File: config.mk
export PLATFORM = sky130hd
export DESIGN_NAME = uart_tx_arbiter_flat
export DESIGN_NICKNAME = d
export VERILOG_FILES = /design/src/rtl/uart_tx_arbiter_if.sv /design/src/rtl/uart_tx_arbiter.sv /design/src/flat_wrapper.sv
export SDC_FILE = /design/constraint.sdc
export NUM_CORES = 1
export LEC_CHECK = 0
export BUFFER_PORTS_ARGS = -buffer_cell sky130_fd_sc_hd__buf_4
export CORE_ASPECT_RATIO = 0.8
export CORE_MARGIN = 2
export CORE_UTILIZATION = 47
export CTS_CLUSTER_DIAMETER = 30
export DETAILED_ROUTE_END_ITERATION = 6
export GPL_TIMING_DRIVEN = 1
export PLACE_DENSITY = 0.79
export SLEW_MARGIN = 20
export SYNTH_ARGS = -nofsm -noshare
export SYNTH_HDL_FRONTEND = slang
export SYNTH_SLANG_ARGS = --single-unit
File: constraint.sdc
create_clock -name clk -period 3.8 [get_ports clk]
set_input_delay 0.76 -clock clk [delete_from_list [all_inputs] [get_ports clk]]
set_output_delay 0.76 -clock clk [all_outputs]
set_load 0.02 [all_outputs]
File: src/rtl/uart_tx_arbiter_if.sv
// Requester/uart-side bus of uart_tx_arbiter: request and byte lanes, grant and
// completion pulses, and the uart transmit handshake.
interface uart_tx_arbiter_if #(
   parameter int NREQ = 4
) ();
   logic [NREQ-1:0]   req;
   logic [8*NREQ-1:0] req_byte;
   logic [NREQ-1:0]   gnt;
   logic [NREQ-1:0]   done;
   logic              busy;
   logic              uart_transmit;
   logic [7:0]        uart_tx_byte;
   logic              uart_is_transmitting;
   logic              err_timeout;

   // Arbiter side
   modport slave (
      input  req,
      input  req_byte,
      input  uart_is_transmitting,
      output gnt,
      output done,
      output busy,
      output uart_transmit,
      output uart_tx_byte,
      output err_timeout
   );

   // Requesters plus uart side
   modport master (
      output req,
      output req_byte,
      output uart_is_transmitting,
      input  gnt,
      input  done,
      input  busy,
      input  uart_transmit,
      input  uart_tx_byte,
      input  err_timeout
   );
endinterface

File: src/rtl/uart_tx_arbiter.sv
// Round-robin arbiter sharing one uart transmitter among NREQ byte sources.
// Optional start timeout is enabled by defining UART_ARB_TIMEOUT_EN.
module uart_tx_arbiter #(
   parameter int NREQ    = 4,
   parameter int TIMEOUT = 16
) (
   input logic               clk,
   input logic               nrst,
   uart_tx_arbiter_if.slave  bus
);
   localparam int PW  = (NREQ > 1) ? $clog2(NREQ) : 1;
   localparam int PW1 = PW + 1;
   localparam logic [NREQ-1:0] ONE = {{(NREQ-1){1'b0}}, 1'b1};

   typedef enum logic [1:0] {
      ST_IDLE  = 2'd0,
      ST_START = 2'd1,
      ST_BUSY  = 2'd2
   } state_t;

   state_t          r_state;
   state_t          w_state_nxt;
   logic [PW-1:0]   r_last;
   logic [PW-1:0]   r_owner;
   logic [PW-1:0]   w_last_nxt;
   logic [PW-1:0]   w_owner_nxt;
   logic [PW-1:0]   w_win;
   logic            w_found;
   logic            w_pick;
   logic [PW:0]     w_idx;
   logic [NREQ-1:0] w_req_sh;
   logic [7:0]      w_win_byte;
   logic            w_timeout;

   logic [NREQ-1:0] r_gnt;
   logic [NREQ-1:0] r_done;
   logic            r_busy;
   logic            r_transmit;
   logic [7:0]      r_tx_byte;
   logic            r_err;
   logic [NREQ-1:0] w_gnt_nxt;
   logic [NREQ-1:0] w_done_nxt;
   logic            w_transmit_nxt;
   logic [7:0]      w_tx_byte_nxt;
   logic            w_err_nxt;

   // Winner search: first request above last, wrapping modulo NREQ (not 2**PW)
   always_comb begin
      w_found  = 1'b0;
      w_win    = '0;
      w_idx    = '0;
      w_req_sh = '0;
      w_pick   = 1'b0;
      for (int i = 1; i <= NREQ; i++) begin
         w_idx    = {1'b0, r_last} + PW1'(i);
         w_idx    = (w_idx >= PW1'(NREQ)) ? (w_idx - PW1'(NREQ)) : w_idx;
         w_req_sh = bus.req >> w_idx;
         w_pick   = !w_found && w_req_sh[0];
         w_win    = w_pick ? w_idx[PW-1:0] : w_win;
         w_found  = w_found | w_pick;
      end
   end

   assign w_win_byte = bus.req_byte[8*int'(w_win) +: 8];

`ifdef UART_ARB_TIMEOUT_EN
   localparam int CW = $clog2(TIMEOUT + 1);
   logic [CW-1:0] r_cnt;

   // Start-wait counter, held at zero outside START
   always_ff @(posedge clk or negedge nrst) begin
      if (!nrst) begin
         r_cnt <= '0;
      end else if (r_state != ST_START) begin
         r_cnt <= '0;
      end else begin
         r_cnt <= r_cnt + CW'(1);
      end
   end

   assign w_timeout = (r_state == ST_START) && !bus.uart_is_transmitting &&
                      (r_cnt == CW'(TIMEOUT - 1));
`else
   assign w_timeout = 1'b0;
`endif

   // State register
   always_ff @(posedge clk or negedge nrst) begin
      if (!nrst) begin
         r_state <= ST_IDLE;
      end else begin
         r_state <= w_state_nxt;
      end
   end

   // Next-state logic; an is_transmitting rise wins over the timeout
   always_comb begin
      w_state_nxt = r_state;
      case (r_state)
         ST_IDLE: begin
            w_state_nxt = w_found ? ST_START : ST_IDLE;
         end
         ST_START: begin
            if (bus.uart_is_transmitting) begin
               w_state_nxt = ST_BUSY;
            end else if (w_timeout) begin
               w_state_nxt = ST_IDLE;
            end else begin
               w_state_nxt = ST_START;
            end
         end
         ST_BUSY: begin
            w_state_nxt = bus.uart_is_transmitting ? ST_BUSY : ST_IDLE;
         end
         default: begin
            w_state_nxt = ST_IDLE;
         end
      endcase
   end

   // Output/next-value logic for the registered outputs and bookkeeping
   always_comb begin
      w_gnt_nxt      = '0;
      w_done_nxt     = '0;
      w_err_nxt      = 1'b0;
      w_transmit_nxt = r_transmit;
      w_tx_byte_nxt  = r_tx_byte;
      w_last_nxt     = r_last;
      w_owner_nxt    = r_owner;
      case (r_state)
         ST_IDLE: begin
            if (w_found) begin
               w_tx_byte_nxt  = w_win_byte;
               w_transmit_nxt = 1'b1;
               w_gnt_nxt      = ONE << w_win;
               w_owner_nxt    = w_win;
            end else begin
               w_transmit_nxt = 1'b0;
            end
         end
         ST_START: begin
            if (bus.uart_is_transmitting) begin
               w_transmit_nxt = 1'b0;
            end else if (w_timeout) begin
               w_transmit_nxt = 1'b0;
               w_err_nxt      = 1'b1;
               w_done_nxt     = ONE << r_owner;
               w_last_nxt     = r_owner;
            end else begin
               w_transmit_nxt = 1'b1;
            end
         end
         ST_BUSY: begin
            if (!bus.uart_is_transmitting) begin
               w_done_nxt = ONE << r_owner;
               w_last_nxt = r_owner;
            end else begin
               w_done_nxt = '0;
            end
         end
         default: begin
            w_transmit_nxt = 1'b0;
         end
      endcase
   end

   // Output and bookkeeping registers; last resets so requester 0 goes first
   always_ff @(posedge clk or negedge nrst) begin
      if (!nrst) begin
         r_gnt      <= '0;
         r_done     <= '0;
         r_busy     <= 1'b0;
         r_transmit <= 1'b0;
         r_tx_byte  <= 8'h00;
         r_err      <= 1'b0;
         r_last     <= PW'(NREQ - 1);
         r_owner    <= '0;
      end else begin
         r_gnt      <= w_gnt_nxt;
         r_done     <= w_done_nxt;
         r_busy     <= (w_state_nxt != ST_IDLE);
         r_transmit <= w_transmit_nxt;
         r_tx_byte  <= w_tx_byte_nxt;
         r_err      <= w_err_nxt;
         r_last     <= w_last_nxt;
         r_owner    <= w_owner_nxt;
      end
   end

   assign bus.gnt           = r_gnt;
   assign bus.done          = r_done;
   assign bus.busy          = r_busy;
   assign bus.uart_transmit = r_transmit;
   assign bus.uart_tx_byte  = r_tx_byte;
   assign bus.err_timeout   = r_err;
endmodule
File: src/flat_wrapper.sv
// flat-port wrapper written by rule: the top's interface ports become plain ports
module uart_tx_arbiter_flat 
#(
   parameter int NREQ    = 4,
   parameter int TIMEOUT = 16
)
  (clk, nrst, bus_req, bus_req_byte, bus_uart_is_transmitting, bus_gnt, bus_done, bus_busy, bus_uart_transmit, bus_uart_tx_byte, bus_err_timeout);
  uart_tx_arbiter_if #(.NREQ(NREQ)) bus_i ();
  input logic clk;
  input logic nrst;
  input wire logic [$bits(bus_i.req)-1:0] bus_req;
  input wire logic [$bits(bus_i.req_byte)-1:0] bus_req_byte;
  input wire logic [$bits(bus_i.uart_is_transmitting)-1:0] bus_uart_is_transmitting;
  output wire logic [$bits(bus_i.gnt)-1:0] bus_gnt;
  output wire logic [$bits(bus_i.done)-1:0] bus_done;
  output wire logic [$bits(bus_i.busy)-1:0] bus_busy;
  output wire logic [$bits(bus_i.uart_transmit)-1:0] bus_uart_transmit;
  output wire logic [$bits(bus_i.uart_tx_byte)-1:0] bus_uart_tx_byte;
  output wire logic [$bits(bus_i.err_timeout)-1:0] bus_err_timeout;
  assign bus_i.req = bus_req;
  assign bus_i.req_byte = bus_req_byte;
  assign bus_i.uart_is_transmitting = bus_uart_is_transmitting;
  assign bus_gnt = bus_i.gnt;
  assign bus_done = bus_i.done;
  assign bus_busy = bus_i.busy;
  assign bus_uart_transmit = bus_i.uart_transmit;
  assign bus_uart_tx_byte = bus_i.uart_tx_byte;
  assign bus_err_timeout = bus_i.err_timeout;
  uart_tx_arbiter #(.NREQ(NREQ), .TIMEOUT(TIMEOUT)) u_core (.clk(clk), .nrst(nrst), .bus(bus_i));
endmodule
==> impl_metrics.yaml, run 1 <==
timing:
  skew_ns: 0.00589
  rsz0062_at_grt: "no"
  fin_ws_ns: 0.788
  hold_viol: 0
  slew_viol_final: 0
  period_needed_ns: 3.01
  fmax_ghz: 0.332
  fin_setup_tns_ns: 0
  setup_viol: 0
  fin_crit_sh: 0.793
place:
  pre_cts_slack_ns: 0.840
  hpwl_um: 2270
  gp_congestion: 0.945
  io_buffers: 56
  placedCellCount: 210
  place_area_um2: 1780
layout:
  stdcell_area_um2: 1800
  instances_no_fill: 213
  n_fill_cell: 216
  diodes: 0
  drive_gt1_frac: 0.417
  synthToLayoutAreaGrowth_pct: 32.7
  fin_nets: 217
yosys:
  syn_area_per_cell_um2: 11.1
  synth_cell_types: 38
  syn-num-nets: 162
  synthCells: 122
  netlist_area_um2: 1360
  synth-seq-cells: 24
  yosys_warnings: 0
  seq_area_frac_synth: 0.445
setup_path:
  cp.required_ns: 3.98
  cp-end-kind: "flip-flop"
  cp_max_fo: 20
  worst-setup-path-type: "flip-flop to flip-flop"
  start_kind: "flip-flop"
  arrival_ns: 3.19
routing:
  num_vias: 1161
  drt_iter0_drc: 44
  routed_via_density: 5.45
  drc: 0
  avgRoutedWirePerCell_um: 14.0
  routed_wl_um: 2980
  antenna_left: 0
  drt_pre_antenna_iters: 4
grt:
  grt_pass1_wl_um: 5010
  use_met3: 0.0628
  antenna_found_initial: 0
  grt_max_degree: 25
  grt_pass1_vias: 1098
  met1_usage: 0.262
  grt-ovfl-total: 0
  grt_util_met2: 0.307
  top_usage_layer: "met2"
  grt_usage: 0.195
clocking:
  clk_pin_slew_worst_paths_ns: 0.12
  cts_sinks: 24
  cts_buffer_depth: 2
  cts-resized-gates: 0
  cts_tree: "yes"
  cts-root-buf: "clkbuf_4"
  clk_latency_ns: 0.31
  h-tree-depth: 1
  cts_buffers: 3
  cts_setup_buffers: 0
  hold_buffers: 0
floorplan:
  dieArea_um2: 3330
  coreArea_um2: 2740
  ioPinCount: 58
  die_height_um: 52.0
  start_util: 0.494
  die_w_um: 64.0
  num_rows: 17
power_and_ir_drop:
  power_density_nw_per_um2: 851
  power.leakage_nw: 0.891
  peakVddDrop_v: 0.000497
job:
  cap_violations: 0
hold_path:
  hold_path.class: "primary input to async pin"
run_status:
  outcome: "finished clean"
==> cells in the mapped netlist <==
master	count	area (um2)
mux2i_1	19	190
nor3b_1	1	7.51
o221ai_2	2	30.0
nor2b_1	3	18.8
a311o_1	1	10.0
buf_4	2	15.0
or2_1	1	6.26
a22oi_1	1	7.51
inv_1	2	7.51
mux4_2	2	45.0
a2bb2oi_1	1	8.76
a221oi_2	1	15.0
a21boi_0	1	7.51
o221ai_1	6	52.6
nor2_1	7	26.3
a2bb2oi_2	1	15.0
nand3b_1	1	7.51
nor3_1	1	5.00
clkbuf_1	1	3.75
nand3_1	1	5.00
a21o_1	1	7.51
conb_1	1	3.75
ha_1	1	12.5
a211oi_1	1	7.51
nand2_1	15	56.3
mux2_2	4	45.0
a221o_1	1	10.0
buf_6	3	33.8
o21ai_0	5	25.0
buf_2	2	10.0
dfrtp_1	22	551
nor4_1	1	6.26
and3_1	1	6.26
a21oi_1	2	10.0
dfstp_2	2	52.6
a31oi_1	1	6.26
nor4b_1	1	8.76
nand2b_1	3	18.8
==> routing by layer <==
layer,wire length [um],part of all wire,vias up
met5,0,0,-
met4,8,0.0027,0
met3,274,0.092,2
met2,1390,0.47,64
met1,1300,0.44,532
li1,-,-,563
==> final timing paths <==
path                                               start                          to  slack, ns  cells after the start
worst max-delay path                    u_core.r_last[0]  u_core.bus.uart_tx_byte[0]       0.79                      8
worst min-delay path                                nrst           u_core.bus.gnt[0]       0.32                      1
worst max register to register          u_core.r_last[0]  u_core.bus.uart_tx_byte[0]       0.79                      8
worst min register to register  u_core.bus.uart_transmit    u_core.bus.uart_transmit       0.51                      1
max in group asynchronous                           nrst            u_core.r_last[1]       3.20                      1
min in group clk                u_core.bus.uart_transmit    u_core.bus.uart_transmit       0.51                      1
==> registers in the layout, indices dropped and copies added, names as in the netlist <==
signal                    flops
u_core.bus.uart_tx_byte       8
u_core.bus.done               4
u_core.bus.gnt                4
u_core.r_last                 2
u_core.r_owner                2
u_core.r_state                2
u_core.bus.busy               1
u_core.bus.uart_transmit      1
==> cells by family after synthesis <==
| group | synth area share |
|---|---|
| multiplexers | 0.207 |
| AO/OA/AOI/OAI | 0.157 |
| flip-flops | 0.445 |
| AND/OR/NAND/NOR | 0.127 |
| other | 0.00277 |
| buffers and inverters | 0.0517 |
| adder cells (fa/ha/maj) | 0.00923 |
==> through the flow <==
stage               hold WS, ns  total power [W]   util
floorplan                 0.463          0.00120      -
global placement          0.481          0.00139  0.647
detailed placement        0.483          0.00143  0.647
CTS                       0.321          0.00153  0.655
global route              0.325          0.00165  0.655
finish                    0.319          0.00153  0.655
==> cell type report <==
type / count / area, um2 / share of cell area
clock buffer: 3 / 22.5 / 0.0125
inverter: 2 / 7.51 / 0.00418
multi-input combinational: 88 / 682 / 0.379
sequential: 24 / 603 / 0.335
tap: 38 / 47.5 / 0.0264
timing repair buffer: 58 / 435 / 0.242
==> power by group <==
part / internal (W) / switching, W / total (W)
Combinational: 0.000449 / 0.000521 / 0.000970
Clock: 0.0000370 / 0.0000683 / 0.000105
Sequential: 0.000366 / 0.0000886 / 0.000455
==> placed cells by master (no fill, tap or decap), types with 3 or more instances in the layout <==
cell type	n
mux2i_1	19
nor2_1	7
mux2_2	4
nor2b_1	3
nand2_1	15
clkbuf_4	3
buf_4	58
dfrtp_1	22
o21ai_0	5
o221ai_1	6
nand2b_1	3
==> critical path: stages (launching register included) <==
cell	delay (ns)
dfstp_2	0.67
inv_1	0.12
ha_1	0.45
mux4_2	0.39
a221oi_2	0.34
a2bb2oi_2	0.18
buf_4	0.31
mux2i_1	0.28
o221ai_1	0.14
(Power assumes the default switching activity.)
==> run 2, diff against run 1 <==
==> constraint.sdc (replaced) <==
create_clock -name clk -period 2.8 [get_ports clk]
set_input_delay 0.56 -clock clk [delete_from_list [all_inputs] [get_ports clk]]
set_output_delay 0.56 -clock clk [all_outputs]
set_load 0.02 [all_outputs]
==> run 2 against run 1 <==
First-iteration DRC count fell by 14%; flip-flop and latch count did not move; core utilization rose by 2.3 points; sequential power rose by 32%; clock skew fell by 0.0023 ns; worst setup slack got worse by 0.61 ns; cell area rose by 3.5%; wire length rose by 6.9%; sequential share of layout area fell by 1.1 points; register-to-register slack got worse by 0.61 ns; fmax rose by 15%.
==> impl_metrics.yaml, run 2 (same netlist as run 1, synthesis figures left out) <==
clocking:
  cts_sinks: 24
  hold_buffers: 0
  clk_latency_ns: 0.31
  cts_buffer_depth: 2
  clk_pin_slew_worst_paths_ns: 0.12
  cts_tree: "yes"
  h-tree-depth: 1
  cts-root-buf: "clkbuf_4"
  cts-resized-gates: 0
  cts_buffers: 3
  cts_setup_buffers: 0
power_and_ir_drop:
  power.leakage_nw: 0.922
  comb_power_share: 0.630
  switching_share: 0.419
  seqPwrFrac: 0.263
  peakVddDrop_v: 0.000552
  power_density_nw_per_um2: 1220
  p_int_w: 0.00132
  p_switching_w: 0.000953
  p_clk_frac: 0.107
setup_path:
  cp.required_ns: 2.99
  arrival_ns: 2.81
  worstPathCellList: "inv_1, ha_1, mux4_2, a221oi_2, a2bb2oi_2, buf_12, mux2i_1, o221ai_2"
  crit_slowest_cell: "dfstp_2"
  cp-end-kind: "flip-flop"
  cp_max_fo: 20
  slowest_delay_ns: 0.55
  start_kind: "flip-flop"
  worst-setup-path-type: "flip-flop to flip-flop"
grt:
  grt_max_degree: 25
  grt-ovfl-total: 0
  grt_pass1_wl_um: 5310
  grt_usage: 0.209
  antenna_found_initial: 0
  grt_pass1_vias: 1213
layout:
  multi_input_area_um2: 687
  instances_no_fill: 216
  synthToLayoutAreaGrowth_pct: 37.3
  final-seq-area_um2: 603
  layout_common_cells: "59 x buf_4, 22 x dfrtp_1, 19 x mux2i_1"
  layout_commonest_cell: "buf_4"
  stdcell_area_um2: 1860
  drive_gt1_frac: 0.438
  diodes: 0
  fin_nets: 219
  largest_reg_flops: 8
  n_fill_cell: 205
routing:
  drc: 0
  routed_via_density: 5.55
  routed_wl_um: 3190
  avgRoutedWirePerCell_um: 14.8
  num_vias: 1198
  drt_pre_antenna_iters: 4
  drt_iter0_drc: 38
  antenna_left: 0
floorplan:
  start_util: 0.494
  ioPinCount: 58
  coreArea_um2: 2740
  die_w_um: 64.0
  die_height_um: 52.0
  num_rows: 17
  dieArea_um2: 3330
place:
  io_buffers: 56
  placedCellCount: 212
  hpwl_um: 2410
  pre_cts_slack_ns: 0.134
  gp_congestion: 0.908
  place_area_um2: 1800
job:
  cap_violations: 0
timing:
  hold_viol: 0
  fin_setup_tns_ns: 0
  rsz0062_at_grt: "no"
  fmax_ghz: 0.382
  fin_crit_sh: 0.935
  fin_ws_ns: 0.182
  period_needed_ns: 2.62
  slew_viol_final: 0
  setup_viol: 0
  skew_ns: 0.00363
hold_path:
  hold_path.class: "primary input to async pin"
run_status:
  outcome: "finished clean"
## run 2: layer usage
metal  part of all wire  wire length [um]  track usage  up-vias
li1                   -                 -            -      562
met1               0.38              1220        0.245      574
met2               0.53              1680        0.378       56
met3              0.077               244       0.0584        6
met4              0.012                37       0.0543        0
met5                  0                 0            0        -
## run 2: worst max-delay path: cells and delay by family, from the launching register on
family                   cells  cell delay, ns
flip-flops                   1            0.55
buffers and inverters        2            0.26
AO/OA/AOI/OAI                3            0.65
multiplexers                 2            0.67
adder cells (fa/ha/maj)      1            0.36
## run 2: power by group through the flow
stage | Clock (W) | Sequential, W | Combinational, W
6_report | 0.000244 | 0.000600 | 0.00143
5_1_grt | 0.000267 | 0.000617 | 0.00157
2_1_floorplan | 0 | 0.000678 | 0.000956
4_1_cts | 0.000246 | 0.000599 | 0.00143
3_5_place_dp | 0 | 0.000601 | 0.00142
3_3_place_gp | 0 | 0.000602 | 0.00136
## run 2: final timing paths
path / endpoint / startpoint / slack, ns / cells after the start
setup reg to reg: u_core.bus.uart_tx_byte[5] / u_core.r_last[0] / 0.18 / 8
max in group asynchronous: u_core.r_last[0] / nrst / 2.41 / 1
hold / removal: u_core.bus.done[0] / nrst / 0.11 / 1
hold reg to reg: u_core.bus.uart_tx_byte[7] / u_core.bus.uart_tx_byte[7] / 0.51 / 2
min in group clk: u_core.bus.done[2] / bus_uart_is_transmitting / 0.44 / 2
setup / recovery: u_core.bus.uart_tx_byte[5] / u_core.r_last[0] / 0.18 / 8
## run 2: cell type report
| cell class | instances | area share |
|---|---|---|
| tap | 38 | 0.0256 |
| sequential | 24 | 0.324 |
| multi-input combinational | 88 | 0.369 |
| timing repair buffer | 60 | 0.249 |
| clock buffer | 3 | 0.0121 |
| clock inverter | 1 | 0.0161 |
| inverter | 2 | 0.00403 |
## run 2: stage by stage
stage	power, W	hold WS, ns	util
final	0.00228	0.110	0.678
after global routing	0.00245	0.100	0.678
after CTS	0.00227	0.116	0.676
after detailed placement	0.00202	0.464	0.657
after global placement	0.00197	0.465	0.657
after floorplan	0.00163	0.264	-
==> run 3, diff against run 2 <==
--- a/config.mk
+++ b/config.mk
@@ -6,13 +6,15 @@
 export NUM_CORES = 1
 export LEC_CHECK = 0
 export BUFFER_PORTS_ARGS = -buffer_cell sky130_fd_sc_hd__buf_4
+export CELL_PAD_IN_SITES_DETAIL_PLACEMENT = 1
+export CELL_PAD_IN_SITES_GLOBAL_PLACEMENT = 1
 export CORE_ASPECT_RATIO = 0.8
 export CORE_MARGIN = 2
-export CORE_UTILIZATION = 47
+export CORE_UTILIZATION = 35
 export CTS_CLUSTER_DIAMETER = 30
 export DETAILED_ROUTE_END_ITERATION = 6
 export GPL_TIMING_DRIVEN = 1
-export PLACE_DENSITY = 0.79
+export PLACE_DENSITY_LB_ADDON = 0.1
 export SLEW_MARGIN = 20
 export SYNTH_ARGS = -nofsm -noshare
 export SYNTH_HDL_FRONTEND = slang
==> run 3 against run 2 <==
Hold slack improved by 0.065 ns; sequential power fell by 3.5%; combinational power barely moved; first-iteration DRC count fell by 32%; die area rose by 32%; largest cell class unchanged.
==> impl_metrics.yaml, run 3 (same netlist as run 1, synthesis figures left out) <==
routing:
  antenna_left: 0
  routed_via_density: 5.23
  avgRoutedWirePerCell_um: 15.0
  drt_pre_antenna_iters: 4
  routed_wl_um: 3350
  drc: 0
  drt_iter0_drc: 26
  num_vias: 1167
layout:
  utilization: 0.505
  synthToLayoutAreaGrowth_pct: 40.0
  fin_nets: 220
  drive_gt1_frac: 0.447
  layout_common_cells: "60 x buf_4, 22 x dfrtp_1, 19 x mux2i_1"
  layout_commonest_cell: "buf_4"
  n_fill_cell: 414
  diodes: 0
  largest_reg_flops: 8
floorplan:
  die_w_um: 73.6
  num_rows: 20
  ioPinCount: 58
  dieArea_um2: 4390
  die_height_um: 59.7
  coreArea_um2: 3750
  start_util: 0.361
clocking:
  cts_tree: "yes"
  clk_pin_slew_worst_paths_ns: 0.09
  cts-root-buf: "clkbuf_8"
  hold_buffers: 0
  cts_buffers: 3
  cts_sinks: 24
  h-tree-depth: 1
  cts-resized-gates: 0
  clk_latency_ns: 0.26
  cts_setup_buffers: 0
  cts_buffer_depth: 2
setup_path:
  arrival_ns: 2.77
  cp.required_ns: 2.97
  cp-end-kind: "flip-flop"
  worst-setup-path-type: "flip-flop to flip-flop"
  r2r_cells: 8
  crit_path_start: "u_core.r_last[0]"
  rr_startpoint: "u_core.r_last[0]"
  worstSetupEndpoint: "u_core.bus.uart_tx_byte[2]"
  reg2reg_to: "u_core.bus.uart_tx_byte[2]"
  start_kind: "flip-flop"
  regToRegSetupSlack_ns: 0.21
  cp_max_fo: 11
power_and_ir_drop:
  power_density_nw_per_um2: 1230
  power.leakage_nw: 0.933
  finalPower_w: 0.00234
  peakVddDrop_v: 0.000849
timing:
  slew_viol_final: 0
  setup_viol: 0
  fin_setup_tns_ns: 0
  fin_crit_sh: 0.927
  skew_ns: 0.00519
  rsz0062_at_grt: "no"
  fmax_ghz: 0.385
  period_needed_ns: 2.59
  hold-worst-slack_ns: 0.176
  hold_viol: 0
grt:
  grt_pass1_vias: 1190
  grt_pass1_wl_um: 5690
  grt_usage: 0.168
  grt_max_degree: 25
  antenna_found_initial: 0
  grt-ovfl-total: 0
place:
  hpwl_um: 2630
  gp_congestion: 0.770
  io_buffers: 56
job:
  cap_violations: 0
run_status:
  outcome: "finished clean"
hold_path:
  hold_path.class: "primary input to async pin"
## run 3: changes by cell type in the layout (fill, tap and decap cells not counted)
cell      delta
ha_2         +1
clkbuf_8     +3
ha_1         -1
clkbuf_4     -3
buf_4        +1
## run 3: through the flow
stage,instance area [um2],cells,setup slack (ns)
6_report,1900,223,0.206
5_1_grt,1900,223,0.0128
4_1_cts,1890,223,0.0344
3_5_place_dp,1820,219,0.0444
3_3_place_gp,1820,219,0.190
2_1_floorplan,1360,122,0.134
## run 3: cell type report
type | instances | area, um2 | area share
well taps | 44 | 55.1 | 0.0290
clock buffers | 3 | 41.3 | 0.0218
inverters | 2 | 7.51 | 0.00396
flip-flops and latches | 24 | 603 | 0.318
clock inverters | 1 | 30.0 | 0.0158
repair buffers | 61 | 470 | 0.248
multi-input cells | 88 | 689 | 0.363
## run 3: worst min path at each step
| stage | to | slack, ns | depth (start not counted) |
|---|---|---|---|
| after floorplan | u_core.bus.busy | 0.26 | 0 |
| after global placement | u_core.bus.done[3] | 0.47 | 1 |
| after detailed placement | u_core.bus.done[1] | 0.47 | 1 |
| after CTS | u_core.bus.done[1] | 0.18 | 1 |
| after global routing | u_core.bus.done[1] | 0.17 | 1 |
| final | u_core.bus.done[1] | 0.18 | 1 |
## run 3: where the power goes
part           switching (W)  internal [W]
Sequential         0.0000832      0.000496
Clock               0.000106      0.000191
Combinational       0.000768      0.000695
Total               0.000958       0.00138
## run 3: metal layers
metal,GRT usage,up-vias,part of all wire
met2,0.259,31,0.47
met1,0.236,570,0.47
li1,-,564,-
met4,0.0364,0,0.0048
met5,0,-,0
met3,0.0472,2,0.047
## run 3: critical path: stages (launching register included)
cell and delay [ns]:
dfstp_2 0.54, inv_1 0.08, ha_2 0.37, mux4_2 0.52
a221o_1 0.27, a21oi_1 0.14, a31oi_1 0.08, or2_4 0.32
o221ai_1 0.18
